## src/rtl/shift_fifo_pkg.sv

```systemverilog
// Shared types and helpers for the shift_fifo buffer.
package shift_fifo_pkg;

  // Width needed to hold an occupancy value of 0..depth.
  function automatic int cnt_width(input int depth);
    return $clog2(depth + 1);
  endfunction

  // Qualified operation seen on a clock edge, drives the count update.
  typedef enum logic [1:0] {
    OP_IDLE    = 2'd0,
    OP_PUSH    = 2'd1,
    OP_POP     = 2'd2,
    OP_PUSHPOP = 2'd3
  } op_e;

  // Bit positions inside the sticky error vector.
  localparam int ERR_OVF = 1;
  localparam int ERR_UNF = 0;

endpackage

```

## src/rtl/shift_fifo_stage.sv

```systemverilog
// One WIDTH-bit storage stage of the shift chain: async reset, load enable.
module shift_stage #(
  parameter int WIDTH = 32
) (
  input  logic             clk_i,
  input  logic             rst_i,
  input  logic             en_i,
  input  logic [WIDTH-1:0] d_i,
  output logic [WIDTH-1:0] q_o
);

  logic [WIDTH-1:0] q_r;

  // Stage register: loads d_i when enabled, otherwise holds.
  always_ff @(posedge clk_i or posedge rst_i) begin
    if (rst_i) begin
      q_r <= '0;
    end else if (en_i) begin
      q_r <= d_i;
    end else begin
      q_r <= q_r;
    end
  end

  assign q_o = q_r;

endmodule

```

## src/rtl/shift_fifo.sv

```systemverilog
// DEPTH-stage shift buffer with occupancy tracking and parallel taps.
// Words enter at stage 0 and shift toward DEPTH-1; the oldest valid word
// sits at stage count-1. Pops only decrement the count.
// Optional: define SHIFT_FIFO_STICKY_ERR_EN to add sticky overflow/underflow
// flags (err_o) with their clear input (err_clr_i).
module shift_fifo
  import shift_fifo_pkg::*;
#(
  parameter  int WIDTH = 32,
  parameter  int DEPTH = 16,
  localparam int CNT_W = cnt_width(DEPTH)
) (
  input  logic                        clk_i,
  input  logic                        rst_i,
  input  logic                        clear_i,
  input  logic                        push_i,
  input  logic [WIDTH-1:0]            data_i,
  input  logic                        pop_i,
  output logic [WIDTH-1:0]            pop_data_o,
  output logic [DEPTH-1:0][WIDTH-1:0] data_o,
  output logic [DEPTH-1:0]            valid_o,
  output logic [CNT_W-1:0]            count_o,
  output logic                        empty_o,
  output logic                        full_o,
  output logic                        overflow_o,
  output logic                        underflow_o
`ifdef SHIFT_FIFO_STICKY_ERR_EN
  ,
  input  logic                        err_clr_i,
  output logic [1:0]                  err_o
`endif
);

  localparam logic [CNT_W-1:0] DEPTH_C = CNT_W'(DEPTH);
  localparam logic [CNT_W-1:0] ONE_C   = CNT_W'(1);

  logic [DEPTH-1:0][WIDTH-1:0] stage_s;
  logic [CNT_W-1:0]            count_r;
  logic [CNT_W-1:0]            count_nxt_s;
  logic                        shift_s;
  logic                        pop_ok_s;
  logic                        empty_s;
  logic                        full_s;
  logic                        ovf_nxt_s;
  logic                        unf_nxt_s;
  logic                        ovf_r;
  logic                        unf_r;
  logic [WIDTH-1:0]            pop_data_s;
  logic [DEPTH-1:0]            valid_s;
  op_e                         op_s;

  assign empty_s  = (count_r == '0);
  assign full_s   = (count_r == DEPTH_C);
  // clear_i masks both push and pop; a pop only counts when something is stored.
  assign shift_s  = push_i & ~clear_i;
  assign pop_ok_s = pop_i & ~clear_i & ~empty_s;

  // Storage chain: every stage loads its predecessor on a push.
  for (genvar k = 0; k < DEPTH; k++) begin : g_stage
    if (k == 0) begin : g_head
      shift_stage #(.WIDTH(WIDTH)) u_stage (
        .clk_i (clk_i),
        .rst_i (rst_i),
        .en_i  (shift_s),
        .d_i   (data_i),
        .q_o   (stage_s[k])
      );
    end else begin : g_body
      shift_stage #(.WIDTH(WIDTH)) u_stage (
        .clk_i (clk_i),
        .rst_i (rst_i),
        .en_i  (shift_s),
        .d_i   (stage_s[k-1]),
        .q_o   (stage_s[k])
      );
    end
  end

  // Classify the qualified operation for this edge.
  always_comb begin
    op_s = OP_IDLE;
    case ({shift_s, pop_ok_s})
      2'b10:   op_s = OP_PUSH;
      2'b01:   op_s = OP_POP;
      2'b11:   op_s = OP_PUSHPOP;
      default: op_s = OP_IDLE;
    endcase
  end

  // Next occupancy, error pulse conditions; clear wins over everything.
  always_comb begin
    count_nxt_s = count_r;
    ovf_nxt_s   = 1'b0;
    unf_nxt_s   = 1'b0;
    if (clear_i) begin
      count_nxt_s = '0;
    end else begin
      case (op_s)
        OP_PUSH: begin
          if (full_s) begin
            count_nxt_s = count_r;
            ovf_nxt_s   = 1'b1;
          end else begin
            count_nxt_s = count_r + ONE_C;
          end
        end
        OP_POP:     count_nxt_s = count_r - ONE_C;
        OP_PUSHPOP: count_nxt_s = count_r;
        OP_IDLE:    count_nxt_s = count_r;
        default:    count_nxt_s = count_r;
      endcase
      // A pop on empty alone is an underflow; with a push it is simply ignored.
      unf_nxt_s = pop_i & ~push_i & empty_s;
    end
  end

  // Occupancy counter and registered one-cycle error pulses.
  always_ff @(posedge clk_i or posedge rst_i) begin
    if (rst_i) begin
      count_r <= '0;
      ovf_r   <= 1'b0;
      unf_r   <= 1'b0;
    end else begin
      count_r <= count_nxt_s;
      ovf_r   <= ovf_nxt_s;
      unf_r   <= unf_nxt_s;
    end
  end

  // Pop mux: the stage at count-1, zero when nothing is stored.
  always_comb begin
    pop_data_s = '0;
    for (int k = 0; k < DEPTH; k++) begin
      if (count_r == CNT_W'(k + 1)) begin
        pop_data_s = stage_s[k];
      end else begin
        pop_data_s = pop_data_s;
      end
    end
  end

  // Thermometer decode of the count into the per-stage valid mask.
  always_comb begin
    valid_s = '0;
    for (int k = 0; k < DEPTH; k++) begin
      valid_s[k] = (CNT_W'(k) < count_r);
    end
  end

`ifdef SHIFT_FIFO_STICKY_ERR_EN
  logic [1:0] err_r;

  // Sticky flags: set by the same condition that fires the pulse; set beats clear.
  always_ff @(posedge clk_i or posedge rst_i) begin
    if (rst_i) begin
      err_r <= 2'b00;
    end else begin
      err_r[ERR_OVF] <= ovf_nxt_s | (err_r[ERR_OVF] & ~err_clr_i);
      err_r[ERR_UNF] <= unf_nxt_s | (err_r[ERR_UNF] & ~err_clr_i);
    end
  end

  assign err_o = err_r;
`endif

  assign pop_data_o  = pop_data_s;
  assign data_o      = stage_s;
  assign valid_o     = valid_s;
  assign count_o     = count_r;
  assign empty_o     = empty_s;
  assign full_o      = full_s;
  assign overflow_o  = ovf_r;
  assign underflow_o = unf_r;

endmodule

```

## config.mk

```make
export PLATFORM = sky130hd
export DESIGN_NAME = shift_fifo
export DESIGN_NICKNAME = d
export VERILOG_FILES = /design/src/rtl/shift_fifo_pkg.sv /design/src/rtl/shift_fifo_stage.sv /design/src/rtl/shift_fifo.sv
export SDC_FILE = /design/constraint.sdc
export NUM_CORES = 1
export LEC_CHECK = 0
export BUFFER_PORTS_ARGS = -buffer_cell sky130_fd_sc_hd__buf_4
export CAP_MARGIN = 40
export CORE_MARGIN = 2
export CORE_UTILIZATION = 35
export CTS_BUF_LIST = sky130_fd_sc_hd__clkbuf_4 sky130_fd_sc_hd__clkbuf_8
export DETAILED_ROUTE_END_ITERATION = 7
export HOLD_SLACK_MARGIN = 0.08
export RECOVER_POWER = 50
export SETUP_SLACK_MARGIN = 0.3
export SYNTH_ARGS = -nofsm -noshare
export SYNTH_HDL_FRONTEND = slang
export SYNTH_HIERARCHICAL = 1
export SYNTH_SLANG_ARGS = --single-unit
```

## constraint.sdc

```tcl
create_clock -name clk_i -period 2.55 [get_ports clk_i]
set_input_delay 0.255 -clock clk_i [delete_from_list [all_inputs] [get_ports clk_i]]
set_output_delay 0.255 -clock clk_i [all_outputs]
set_load 0.02 [all_outputs]
```

; ---- Word level (Yosys, flattened, before mapping)
; Index checks and enable logic that the tools add are counted.
[word_totals]
ff_bits = 519
in_bits = 37
[classes]
addsub = 2
magnitude_cmp = 16
n_eq_ne = 24
n_mux = 24
bitwise = 8
n_reduce_logical = 4
[op_table]
columns = op, count
row1 = $mux 32, 16
row2 = $eq 5x4->1 const B, 8
row3 = $lt 4x5->1 const A, 8
row4 = $eq 5x3->1 const B, 4
row5 = $lt 3x5->1 const A, 4
row6 = $eq 5x2->1 const B, 2
row7 = $lt 1x5->1 const A, 2
row8 = $lt 2x5->1 const A, 2
row9 = $mux 5, 2
row10 = $pmux 5 s2, 1
row11 = $eq 2x2->1 const B, 4
row12 = $pmux 2 s3, 1
row13 = $add 5x1->5 const B, 1
row14 = $and 1x1->1, 5
row15 = $eq 5x1->1 const B, 1
row16 = $eq 5x5->1 const B, 1
row17 = $logic_not 5->1, 1
row18 = $sub 5x1->5 const B, 1
row19 = $eq 2x1->1 const B, 2
row20 = $mux 1, 4
row21 = $ne 3x3->1 const B, 1
row22 = $not 1->1, 3
row23 = $logic_not 2->1, 1
row24 = $ne 2x1->1 const B, 1
row25 = other kinds (2), 2

; ---- Depth between registers and ports, before layout
[depth]
depth_word = 17
mapped_depth = 14

; ---- Cells and area by module
; The synthesis kept the hierarchy.
[by_module_without_submodules]
columns = mod, instances, cells_each, area_per_inst_um2, seq_area_each_um2
row1 = shift_stage, 16, 69, 1348.8, 800.8
row2 = shift_fifo, 1, 809, 5139.9, 175.2

; ---- Worst setup path before layout
; Ideal clock, no wire load.
[synth_path]
path_type = register -> output
startpoint = register count_r[0], in the netlist count_o[0]
endpoint = output pop_data_o[0]
arrival_time_ps = 2706
setup_slack_ps = -411
stages_incl_launch_ff = 13
n_path_buf = 4
path_cell_list = dfrtp_1 buf_4 inv_2 buf_2 ha_1 buf_2 nor4bb_1 buf_2 nand3_1 and4b_1 o41ai_2 o21ai_1 a21oi_1
[synth_between]
elab_chain_len = 17
word_cells_on_any_way = 32
classes_between = eq/ne (16) / mux (16)
[synth_rtl]
columns = item, line
row1 = start: declaration, shift_fifo.sv:38  ; logic [CNT_W-1:0] count_r;
row2 = start signal: assignment, shift_fifo.sv:124  ; count_r <= count_nxt_s;
row3 = $eq 5x1->1, shift_fifo.sv:134  ; if (count_r == CNT_W'(k + 1)) begin
row4 = $mux 32 (15 in a row), shift_fifo.sv:134
row5 = $mux 32 (*), shift_fifo.sv:134
row6 = end: declaration, shift_fifo.sv:19  ; output logic [WIDTH-1:0] pop_data_o,
; Every way passes the cells marked *; elsewhere a longest branch is shown, timed or not.

; ---- Worst setup path after layout
[layout_path]
startpoint = register count_r[4], in the netlist count_o[4]
endpoint = output pop_data_o[26]
; The elaborated chain is that of the path after synthesis.

==> out/results.tsv <==
stage	metric	value	unit
synth	synth.ff_latch_count	519	
floorplan	row_count	101	
critical_path	arrival	3160	ps
synth	syn-cell-area	26720	µm²
clock_network	cts-root-buf	sky130_fd_sc_hd__clkbuf_8	
pwr	total_leakage_power	17.12	nW
placed_design	detailedPlacementHpwl	79790	µm
clock_network	cts_made_buffers	96	
run_status	outcome	finished with violations	
placed_design	place_worst_setup_slack	-281.2	ps
timing	fin_tns_setup	-57600	ps
floorplan	start_util	0.3524	
detailed_routing	viasPerCell	5.263	
timing	finalWorstPathRequiredPeriod	3415	ps
detailed_routing	detail_route.wirelength	105600	µm
floorplan	floorplan.die.width	280.3	µm
finish	final_util	0.4868	
synth	count_of_unique_library_cells_instantiated_by_yosys	57	
global_route	grt.total_usage	0.2605	
clock_network	clock_latency	700	ps
detailed_routing	routedWlPerCell	27.61	µm
timing	hold_violations	0	
pwr	worst_ir_drop_vdd	0.4854	mV
global_route	grt_pass1_vias	20690	
finish	num-nets-final	2817	
placed_design	placed_inst_area	33450	µm²
timing	fmaxAchievable	292.8	MHz
finish	commonest_non_fill_non_tap_cells_in_the_layout	sky130_fd_sc_hd__dfrtp_1, sky130_fd_sc_hd__buf_4, sky130_fd_sc_hd__mux2_4	
detailed_routing	route.antenna.remaining_nets	0	
clock_network	clk_pin_slew	60	ps
placed_design	port_buffers	605	
timing	layout_setup_ws	-865.3	ps
floorplan	die_h	280.3	µm
global_route	grt_max_degree	64	
global_route	grt_antenna_before_repair	2	
timing	final_max_slew_viol_count	0	
timing	grt_setup_unrepaired	yes	
clock_network	clock_sinks	519	
critical_path	setup.worst_path.end_class	output pin	
timing	clock_skew	28.63	ps
synth	synth_area_per_cell	13.97	µm²
critical_path	worst-r2r-cell-count	17	
synth	ys_warn_count	6	
synth	synth_cells	1913	
synth	ys_dominant_reg_cell	sky130_fd_sc_hd__dfrtp_1	
detailed_routing	drc	0	
global_route	grt.overflow.total	0	
finish	commonest_non_fill_non_tap_cell_in_the_layout	sky130_fd_sc_hd__dfrtp_1	
min_path	kind_of_path_behind_the_tightest_hold_check	input port to register	
critical_path	worst-setup-path-type	register to output pin	
detailed_routing	dr.pass1.iters	7	
clock_network	cts_tree	yes	
placed_design	gpl.final_weighted_congestion	0.8927	
finish	fraction_of_final_layout_cells_sized_beyond_drive_strength_1	0.5433	
run_status	failing_checks	setup timing	
finish	area_growth_syn_to_layout	38.14	%
critical_path	cp.required	2300	ps
pwr	power_density	1216	nW/µm²
min_path	holdPathStages	4	
global_route	grt_first_pass_wirelength	151100	µm
finish	stdcell_area	36910	µm²
clock_network	cts_htree_levels	3	
synth	synth_edf_count	0	
detailed_routing	detailroute.via_count	20120	
floorplan	design.die.area	78570	µm²
timing	timing.max_slew.rel_slack	0.3126	
detailed_routing	first_iter_violations	1227	
synth	synth_nets	1957	
synth	synth-seq-area-share	0.4860	
timing	setup_viol_count_final	408	
floorplan	boundaryPins	606	
job	drv_cap	0	
timing	layout_worst_path_cycle_share	1.339	
pwr	finalPower	0.04489	W
synth	async_flop_share	1.000	
critical_path	launching_element_type_of_the_critical_path	register	
floorplan	core_region_area	75820	µm²
critical_path	worst-path-max-fanout	16	
clock_network	cts_buffer_depth	3	
timing	worstMarginPinSlew	1029	ps
[synthesized netlist by cell type (4+ instances only)]
library cell,instances,area (µm²)
sky130_fd_sc_hd__dfrtp_1,519,12990
sky130_fd_sc_hd__mux2_4,480,7207
sky130_fd_sc_hd__a21oi_1,86,430.4
sky130_fd_sc_hd__nand2_1,72,270.3
sky130_fd_sc_hd__o22ai_1,68,425.4
sky130_fd_sc_hd__nor2_1,58,217.7
sky130_fd_sc_hd__o21ai_0,49,245.2
sky130_fd_sc_hd__buf_12,48,960.9
sky130_fd_sc_hd__clkbuf_1,41,153.9
sky130_fd_sc_hd__nor3_1,41,205.2
sky130_fd_sc_hd__o21ai_1,34,170.2
sky130_fd_sc_hd__buf_2,33,165.2
sky130_fd_sc_hd__inv_1,33,123.9
sky130_fd_sc_hd__mux2_2,32,360.4
sky130_fd_sc_hd__a211oi_1,26,195.2
sky130_fd_sc_hd__a32o_1,25,250.2
sky130_fd_sc_hd__nor2b_1,23,143.9
sky130_fd_sc_hd__nand3_1,22,110.1
sky130_fd_sc_hd__a221oi_1,21,183.9
sky130_fd_sc_hd__buf_6,19,214.0
sky130_fd_sc_hd__a32oi_1,18,157.7
sky130_fd_sc_hd__o2111a_1,18,202.7
sky130_fd_sc_hd__o221ai_1,16,140.1
sky130_fd_sc_hd__o41ai_2,15,244.0
sky130_fd_sc_hd__a222oi_1,13,130.1
sky130_fd_sc_hd__and2_1,10,62.56
sky130_fd_sc_hd__buf_4,9,67.56
sky130_fd_sc_hd__and3_1,8,50.05
sky130_fd_sc_hd__ha_1,7,87.58
sky130_fd_sc_hd__mux2i_1,7,70.07
sky130_fd_sc_hd__a22oi_1,6,45.04
sky130_fd_sc_hd__buf_1,5,18.77
sky130_fd_sc_hd__nand2b_1,5,31.28
sky130_fd_sc_hd__and3b_1,4,35.03
sky130_fd_sc_hd__o41ai_1,4,35.03
sky130_fd_sc_hd__xnor2_1,4,35.03
[worst paths after layout]
path / start / slack (ps) / to
worst max-delay path: count_o[4] / -870 / pop_data_o[26]
worst min-delay path: pop_i / 160 / underflow_o
worst max register to register: count_o[0] / 60 / count_o[4]
worst min register to register: g_stage[15].g_body.u_stage/q_o[18] / 550 / g_stage[15].g_body.u_stage/q_o[18]
max in group asynchronous: rst_i / 850 / g_stage[10].g_body.u_stage/q_o[0]
min in group asynchronous: rst_i / 510 / g_stage[8].g_body.u_stage/q_o[13]
[through the flow]
| stage | std cells | hold WS, ps |
|---|---|---|
| 5_1_grt | 3823 | 129.8 |
| 2_1_floorplan | 1913 | 58.33 |
| 3_5_place_dp | 3560 | 332.5 |
| 4_1_cts | 3803 | 134.1 |
| 6_report | 3823 | 155.8 |
| 3_3_place_gp | 3559 | 355.7 |
[state kept, by name, indices dropped and copies added, names as in the netlist]
register	cells
g_stage.g_head.u_stage/q_o	32
count_o	5
overflow_o	1
underflow_o	1
g_stage.g_body.u_stage/q_o	480
[power by group]
part	total [W]	switching (W)	internal (W)	leakage, nW
combinational	0.0190	0.00983	0.00916	9.54
sequential	0.0171	0.00541	0.0117	6.46
clock	0.00883	0.00366	0.00517	1.12
[critical path, cell delays in order (launching register included)]
cell                      delay [ps]
sky130_fd_sc_hd__dfrtp_2         440
sky130_fd_sc_hd__buf_6           170
sky130_fd_sc_hd__and3b_2         290
sky130_fd_sc_hd__buf_4           160
sky130_fd_sc_hd__nand2_2          70
sky130_fd_sc_hd__buf_12          170
sky130_fd_sc_hd__o22ai_1         100
sky130_fd_sc_hd__o41ai_2         480
sky130_fd_sc_hd__buf_4           190
sky130_fd_sc_hd__o21ai_2          50
sky130_fd_sc_hd__a21oi_2         190
sky130_fd_sc_hd__buf_6           150
[timing repair]
item / in CTS / in global routing
hold endpoints to repair: 424 / 0
buffers inserted: 37 / 15
hold buffers: 36 / 0
gates resized for setup: 248 / 103
endpoints found under the setup margin: 52 / 53
pin swaps: 64 / 48
cloned: 3 / 2
[kinds of logic after synthesis]
group,Yosys count,share of synthesized area
compound gates,403,0.1085
flops,519,0.4860
simple gates,269,0.05053
buf+inv,191,0.06420
fa+ha+maj,7,0.003278
xor+xnor,5,0.001639
mux,519,0.2858
[final cells by class]
class / count / area, µm²
well taps: 978 / 1224
clock buffers: 151 / 1884
flip-flops and latches: 519 / 12990
inverters: 36 / 160.2
repair buffers: 916 / 7019
fillers: 6863 / 38910
diodes: 3 / 7.507
multi-input cells: 1204 / 13410
clock inverters: 16 / 217.7
[routing by layer]
| metal | up-vias | track usage | share of wire |
|---|---|---|---|
| met5 | - | 0 | 0 |
| met4 | 0 | 0.08213 | 0.031 |
| met3 | 147 | 0.05504 | 0.063 |
| met2 | 712 | 0.4113 | 0.46 |
| met1 | 10380 | 0.3574 | 0.44 |
| li1 | 8888 | - | - |
(Power assumes the default switching activity.)
